## src/rtl/imem_loader.sv

```systemverilog
// Boot loader: assembles a little-endian byte stream into 32-bit words and writes them to instruction memory from address 0.
// Optional trailing 8-bit payload checksum when IMEM_LOADER_CSUM_EN is defined.
module imem_loader #(
  parameter int ADDR_BITS = 20
) (
  input  logic                 clk,
  input  logic                 reset,
  input  logic                 start,
  input  logic [7:0]           rx_data,
  input  logic                 rx_valid,
  output logic                 rx_ready,
  output logic                 wr_en,
  output logic [ADDR_BITS-1:0] wr_addr,
  output logic [31:0]          wr_data,
  output logic                 core_hold,
  output logic                 busy,
  output logic                 done,
  output logic                 error
);

`ifdef IMEM_LOADER_CSUM_EN
  typedef enum logic [2:0] {S_IDLE, S_HDR, S_DATA, S_WRITE, S_CSUM, S_DONE, S_ERR} state_t;
  localparam state_t S_END = S_CSUM;
`else
  typedef enum logic [2:0] {S_IDLE, S_HDR, S_DATA, S_WRITE, S_DONE, S_ERR} state_t;
  localparam state_t S_END = S_DONE;
`endif

  // Largest legal word count; compared at 33 bits so N up to 2**32-1 is judged correctly.
  localparam logic [32:0] MAX_N = 33'd1 << ADDR_BITS;

  state_t               state_q, state_d;
  logic [1:0]           cnt_q, cnt_d;
  logic [31:0]          word_q, word_d;
  logic [ADDR_BITS-1:0] addr_q, addr_d;
  logic [ADDR_BITS:0]   n_q, n_d;
`ifdef IMEM_LOADER_CSUM_EN
  logic [7:0]           sum_q, sum_d;
`endif

  logic [31:0]          hdr_n;
  logic [ADDR_BITS:0]   addr_p1;
  logic                 accept;

  always_ff @(posedge clk or negedge reset) begin
    if (!reset) begin
      state_q <= S_IDLE;
      cnt_q   <= '0;
      word_q  <= '0;
      addr_q  <= '0;
      n_q     <= '0;
`ifdef IMEM_LOADER_CSUM_EN
      sum_q   <= '0;
`endif
    end else begin
      state_q <= state_d;
      cnt_q   <= cnt_d;
      word_q  <= word_d;
      addr_q  <= addr_d;
      n_q     <= n_d;
`ifdef IMEM_LOADER_CSUM_EN
      sum_q   <= sum_d;
`endif
    end
  end

  always_comb begin
    state_d  = state_q;
    cnt_d    = cnt_q;
    word_d   = word_q;
    addr_d   = addr_q;
    n_d      = n_q;
`ifdef IMEM_LOADER_CSUM_EN
    sum_d    = sum_q;
`endif
    rx_ready = 1'b0;
    wr_en    = 1'b0;
    accept   = 1'b0;
    hdr_n    = {rx_data, word_q[31:8]};
    addr_p1  = {1'b0, addr_q} + {{ADDR_BITS{1'b0}}, 1'b1};

    case (state_q)
      S_IDLE, S_DONE, S_ERR: begin
        if (start) begin
          state_d = S_HDR;
          cnt_d   = '0;
          addr_d  = '0;
`ifdef IMEM_LOADER_CSUM_EN
          sum_d   = '0;
`endif
        end
      end
      S_HDR: begin
        rx_ready = 1'b1;
        accept   = rx_valid;
        if (accept) begin
          word_d = hdr_n;
          cnt_d  = cnt_q + 2'd1;
          if (cnt_q == 2'd3) begin
            addr_d = '0;
            if (hdr_n == 32'd0) begin
              state_d = S_END;
            end else if ({1'b0, hdr_n} > MAX_N) begin
              state_d = S_ERR;
            end else begin
              n_d     = hdr_n[ADDR_BITS:0];
              state_d = S_DATA;
            end
          end
        end
      end
      S_DATA: begin
        rx_ready = 1'b1;
        accept   = rx_valid;
        if (accept) begin
          word_d = {rx_data, word_q[31:8]};
          cnt_d  = cnt_q + 2'd1;
`ifdef IMEM_LOADER_CSUM_EN
          sum_d  = sum_q + rx_data;
`endif
          if (cnt_q == 2'd3) state_d = S_WRITE;
        end
      end
      S_WRITE: begin
        wr_en = 1'b1;
        // Address is held on the final word so it never wraps at full capacity.
        if (addr_p1 == n_q) begin
          state_d = S_END;
        end else begin
          addr_d  = addr_p1[ADDR_BITS-1:0];
          state_d = S_DATA;
        end
      end
`ifdef IMEM_LOADER_CSUM_EN
      S_CSUM: begin
        rx_ready = 1'b1;
        accept   = rx_valid;
        if (accept) state_d = (rx_data == sum_q) ? S_DONE : S_ERR;
      end
`endif
      default: state_d = S_IDLE;
    endcase
  end

  assign wr_addr   = addr_q;
  assign wr_data   = word_q;
  assign done      = (state_q == S_DONE);
  assign error     = (state_q == S_ERR);
  assign core_hold = (state_q != S_IDLE) && (state_q != S_DONE);
  assign busy      = core_hold && (state_q != S_ERR);

endmodule
```

## config.mk

```make
export PLATFORM = sky130hd
export DESIGN_NAME = imem_loader
export DESIGN_NICKNAME = d
export VERILOG_FILES = /design/src/rtl/imem_loader.sv
export SDC_FILE = /design/constraint.sdc
export NUM_CORES = 1
export LEC_CHECK = 0
export ABC_CLOCK_PERIOD_IN_PS = 3350
export CAP_MARGIN = 20
export CORE_MARGIN = 4
export CORE_UTILIZATION = 54
export DETAILED_ROUTE_END_ITERATION = 6
export PLACE_DENSITY = 0.81
export SLEW_MARGIN = 20
export SYNTH_ARGS = -nofsm -noshare
export SYNTH_HDL_FRONTEND = slang
export SYNTH_SLANG_ARGS = --single-unit
```

## constraint.sdc

```tcl
create_clock -name clk -period 3.35 [get_ports clk]
set_input_delay 0.8375 -clock clk [delete_from_list [all_inputs] [get_ports clk]]
set_output_delay 0.8375 -clock clk [all_outputs]
set_load 0.05 [all_outputs]
```

==> results of run 1 <==
[state kept, by name (all words and copies together) (netlist names)]
name,flops
wr_data,32
n_q,21
wr_addr,20
state_q,3
cnt_q,2
[placed cells by master, fill, tap and decap left out, types with 3 or more instances in the layout]
cell / n
sky130_fd_sc_hd__nor3_1: 8
sky130_fd_sc_hd__buf_4: 22
sky130_fd_sc_hd__and3_1: 4
sky130_fd_sc_hd__clkdlybuf4s50_1: 67
sky130_fd_sc_hd__a21oi_1: 6
sky130_fd_sc_hd__nand2b_1: 5
sky130_fd_sc_hd__xnor2_1: 17
sky130_fd_sc_hd__mux2i_1: 3
sky130_fd_sc_hd__dfrtp_1: 78
sky130_fd_sc_hd__or4_1: 16
sky130_fd_sc_hd__nor4_1: 8
sky130_fd_sc_hd__o21ai_0: 10
sky130_fd_sc_hd__and4_1: 4
sky130_fd_sc_hd__inv_1: 10
sky130_fd_sc_hd__mux2_2: 52
sky130_fd_sc_hd__xor2_1: 13
sky130_fd_sc_hd__o211ai_1: 15
sky130_fd_sc_hd__nand3_1: 30
sky130_fd_sc_hd__nand2_1: 32
sky130_fd_sc_hd__clkbuf_8: 9
sky130_fd_sc_hd__nand4_1: 3
sky130_fd_sc_hd__nor2b_1: 4
sky130_fd_sc_hd__nor2_1: 14
[Yosys cell counts, drive strengths merged, types with 6 or more instances]
library cell,n,area [um2]
nor3,8,40.0
dfrtp,78,1950
a21oi,6,30.0
mux2,53,601
nand2,32,120
nand3,30,150
buf,15,98.8
inv,10,37.5
xor2,13,114
o211ai,16,125
nor2,14,52.6
xnor2,17,149
nor4,12,111
o21ai,10,50.1
or4,17,131
clkbuf,9,33.8
[worst reg2reg max path, cell delays in order (launching register included)]
cell and delay, ns:
sky130_fd_sc_hd__dfrtp_1 0.58, sky130_fd_sc_hd__nand3_1 0.34, sky130_fd_sc_hd__or4_1 0.68, sky130_fd_sc_hd__nand2_1 0.10
sky130_fd_sc_hd__a21oi_1 0.08, sky130_fd_sc_hd__or4_4 0.53, sky130_fd_sc_hd__nor4_4 0.17, sky130_fd_sc_hd__buf_4 0.21
sky130_fd_sc_hd__nor4b_1 0.06, sky130_fd_sc_hd__a221o_1 0.27
[metal layers]
layer / GRT usage (%) / wire [um]
met3: 4.90 / 634
met4: 9.29 / 184
met1: 31.1 / 4600
met2: 35.2 / 4820
met5: 0 / 0
[path summary, 6_finish.rpt]
path	endpoint	slack [ns]
max	wr_addr[8]	0.21
min reg2reg	wr_data[0]	0.51
min	wr_data[0]	0.51
max reg2reg	wr_addr[8]	0.21
min in group asynchronous	wr_addr[3]	0.62
max in group asynchronous	wr_data[13]	2.12
[cell families (layout without fill, tap and decap cells)]
family,count (synthesis),after routing
AO/OA/AOI/OAI,49,49
adder cells (fa/ha/maj),2,2
XOR/XNOR,30,30
flip-flops,78,78
AND/OR/NAND/NOR,146,146
multiplexers,56,56
buffers and inverters,35,116
[layout make-up]
| type | instances | area, um2 |
|---|---|---|
| timing repair buffer | 89 | 836 |
| tap | 102 | 128 |
| clock buffer | 10 | 128 |
| multi-input combinational | 283 | 2130 |
| fill | 596 | 2420 |
| inverter | 11 | 41.3 |
| clock inverter | 6 | 46.3 |
| sequential | 78 | 1950 |
[stage by stage]
| step | total power (uW) | area (um2) |
|---|---|---|
| floorplan | 2540 | 4250 |
| detailed placement | 3240 | 5090 |
| global placement | 3200 | 5090 |
| finish | 3870 | 5260 |
| global route | 4060 | 5260 |
| CTS | 3890 | 5260 |
[power groups by stage]
stage	Sequential, uW	Combinational [uW]	Clock, uW
5_1_grt	1470	1890	704
6_report	1440	1790	642
2_1_floorplan	2050	494	0
4_1_cts	1440	1800	657
3_5_place_dp	1450	1790	0
3_3_place_gp	1430	1760	0
==> metrics.txt, run 1 <==
# TYPE chip_impl_metric gauge
chip_impl_metric{name="worstMarginPinSlew",unit="ns"} 0.950
chip_impl_metric{name="routed-via-count",unit=""} 3413
chip_impl_metric{name="place.gp.congestion",unit=""} 0.950
chip_impl_metric{name="drt-total-wl",unit="mm"} 10.2
chip_impl_metric{name="timing.hold.ws",unit="ns"} 0.512
chip_impl_metric{name="post_synth_xor_xnor_area",unit="%"} 6.18
chip_impl_metric{name="gr-total-overflow",unit=""} 0
chip_impl_metric{name="design.portCount",unit=""} 70
chip_impl_metric{name="numCtsBuffers",unit=""} 9
chip_impl_info{name="critical_path.top_delay_family",value="simple AND/OR/NAND/NOR gates"} 1
chip_impl_metric{name="p_int",unit="uW"} 2080
chip_impl_metric{name="post_route_cells_drive_above_1_share",unit="%"} 21.4
chip_impl_metric{name="yosysWarnings",unit=""} 0
chip_impl_metric{name="synth_seq_cells",unit=""} 78
chip_impl_info{name="hold_path.class",value="reg -> reg"} 1
chip_impl_metric{name="reg2reg_depth",unit=""} 9
chip_impl_info{name="worst_setup_path_end_kind",value="register"} 1
chip_impl_info{name="setup.worst_path.start_class",value="register"} 1
chip_impl_metric{name="remaining_drc_errors",unit=""} 0
chip_impl_metric{name="final_core_area_utilization",unit="%"} 68.5
chip_impl_metric{name="worst-path-buf-inv",unit=""} 1
chip_impl_metric{name="initial_utilization",unit="%"} 55.3
chip_impl_metric{name="timing.slew.headroom",unit="%"} 36.7
chip_impl_metric{name="core_region_area",unit="um2"} 7690
chip_impl_metric{name="cap_viol_max_count",unit=""} 0
chip_impl_metric{name="pwr-share-seq",unit="%"} 37.1
chip_impl_metric{name="clock_power_share",unit="%"} 16.6
chip_impl_info{name="clk_root_buffer_cell",value="sky130_fd_sc_hd__clkbuf_8"} 1
chip_impl_metric{name="synth_enable_flop_cells",unit=""} 0
chip_impl_metric{name="clk_latency",unit="ns"} 0.35
chip_impl_metric{name="totalNegativeSetupSlack",unit="ns"} 0
chip_impl_info{name="path_cells",value="nand3_1, or4_1, nand2_1, a21oi_1, or4_4, nor4_4, buf_4, nor4b_1, a221o_1"} 1
chip_impl_metric{name="final-instance-count-excl-fill",unit=""} 579
chip_impl_metric{name="finalHoldViolCount",unit=""} 0
chip_impl_metric{name="max-vdd-ir-drop",unit="uV"} 961
chip_impl_metric{name="stage_delay_of_the_slowest_cell_on_the_critical_path",unit="ns"} 0.68
chip_impl_metric{name="antenna_found_initial",unit=""} 0
chip_impl_metric{name="fp.dieArea",unit="um2"} 9360
chip_impl_metric{name="crit_cells",unit=""} 9
chip_impl_metric{name="worst_hold_path.num_cells",unit=""} 1
chip_impl_metric{name="total_switching_power",unit="uW"} 1790
chip_impl_metric{name="required",unit="ns"} 3.59
chip_impl_metric{name="clock.fmax",unit="MHz"} 318
chip_impl_metric{name="drt_wl_cell",unit="um"} 17.7
chip_impl_info{name="critical-path-slowest-cell",value="sky130_fd_sc_hd__or4_1"} 1
chip_impl_info{name="critical_path.reg2reg.startpoint",value="wr_addr[2]"} 1
chip_impl_metric{name="wire_length_of_the_first_global_routing_pass",unit="mm"} 17.3
chip_impl_metric{name="detailed_place_hpwl",unit="mm"} 7.37
chip_impl_metric{name="detail-route-antenna-nets",unit=""} 0
chip_impl_info{name="postSynth.topFlopCell",value="sky130_fd_sc_hd__dfrtp_1"} 1
chip_impl_metric{name="post_synthesis_net_count",unit=""} 410
chip_impl_metric{name="clk_transition_reported_paths",unit="ns"} 0.09
chip_impl_metric{name="crit_fanout",unit=""} 13
chip_impl_metric{name="finalSetupViolations",unit=""} 0
chip_impl_metric{name="clock-sinks",unit=""} 78
chip_impl_metric{name="netlist_area",unit="um2"} 4250
chip_impl_metric{name="layout.nets",unit=""} 486
chip_impl_metric{name="cts_setup_buffers",unit=""} 0
chip_impl_info{name="tritoncts_clock_tree",value="done"} 1
chip_impl_metric{name="placement.io_buffers",unit=""} 69
chip_impl_info{name="worstSetupStartpoint",value="wr_addr[2]"} 1
chip_impl_metric{name="synth_sequential_area_ratio",unit="%"} 45.9
chip_impl_metric{name="synth-async-reset-ratio",unit="%"} 100
chip_impl_metric{name="number_of_inserted_diodes",unit=""} 0
chip_impl_metric{name="p_sw_share",unit="%"} 46.3
chip_impl_metric{name="compound_cell_area_share_of_the_yosys_netlist",unit="%"} 8.21
chip_impl_info{name="status",value="finished, final reports clean"} 1
chip_impl_metric{name="portion_of_netlist_area_occupied_by_mux_cells",unit="%"} 14.8
chip_impl_metric{name="number_of_library_cell_types_mapped_by_synthesis",unit=""} 54
chip_impl_metric{name="synth_area_per_cell",unit="um2"} 10.7
chip_impl_metric{name="power.density_cell_area",unit="nW/um2"} 736
chip_impl_metric{name="fin_skew",unit="ns"} 0.00989
chip_impl_metric{name="power.combinational.fraction",unit="%"} 46.3
chip_impl_metric{name="min_period",unit="ns"} 3.14
chip_impl_metric{name="dp_worst_setup_slack",unit="ns"} 0.250
chip_impl_metric{name="dp.cells",unit=""} 563
chip_impl_metric{name="post_cts.resized_instances",unit=""} 0
chip_impl_metric{name="synthAdderAreaFrac",unit="%"} 0.589
chip_impl_metric{name="drv_slew",unit=""} 0
chip_impl_metric{name="worst-endpoint-arrival",unit="ns"} 3.39
chip_impl_metric{name="die-height",unit="um"} 96.7
chip_impl_info{name="criticalPathCategory",value="reg -> reg"} 1
chip_impl_metric{name="cts.hold.buffers_added",unit=""} 0
chip_impl_metric{name="postSynthCellCount",unit=""} 396
chip_impl_metric{name="cts_buffer_depth",unit=""} 2
chip_impl_metric{name="detail_route.vias_per_cell",unit=""} 5.89
chip_impl_metric{name="syn_to_final_growth",unit="%"} 23.8
chip_impl_metric{name="floorplan.die.width",unit="um"} 96.7
chip_impl_info{name="grt_setup_unrepaired",value="false"} 1
chip_impl_metric{name="via_count_of_the_first_global_routing_pass",unit=""} 3457
chip_impl_metric{name="grt_usage",unit="%"} 22.7
chip_impl_info{name="hp-start",value="wr_data[0]"} 1
chip_impl_metric{name="layout_worst_path_cycle_share",unit="%"} 93.8
chip_impl_metric{name="drt-initial-drc-count",unit=""} 161
chip_impl_metric{name="synth_simple_gate_area_share",unit="%"} 20.2
chip_impl_metric{name="largest_net_degree_at_the_start_of_global_routing",unit=""} 79
chip_impl_metric{name="drt_pass1_iterations",unit=""} 4
chip_impl_metric{name="pleak",unit="uW"} 0.00228
chip_impl_metric{name="layout_setup_ws",unit="ns"} 0.208
chip_impl_metric{name="clock_tree.htree_level_count",unit=""} 3
chip_impl_metric{name="rows",unit=""} 32
chip_impl_info{name="synth_top_family_by_area",value="simple AND/OR/NAND/NOR gates"} 1
No activity file was read; power rests on OpenSTA's default activity.
==> run 2: changes to the inputs <==
--- a/config.mk
+++ b/config.mk
@@ -11,7 +11,8 @@
 export CORE_UTILIZATION = 54
 export DETAILED_ROUTE_END_ITERATION = 6
 export PLACE_DENSITY = 0.81
-export SLEW_MARGIN = 20
+export SLEW_MARGIN = 5
 export SYNTH_ARGS = -nofsm -noshare
 export SYNTH_HDL_FRONTEND = slang
 export SYNTH_SLANG_ARGS = --single-unit
+export TNS_END_PERCENT = 5
==> results of run 2 <==
Same layout as run 1: the final DEF is identical, and so are final timing and power.
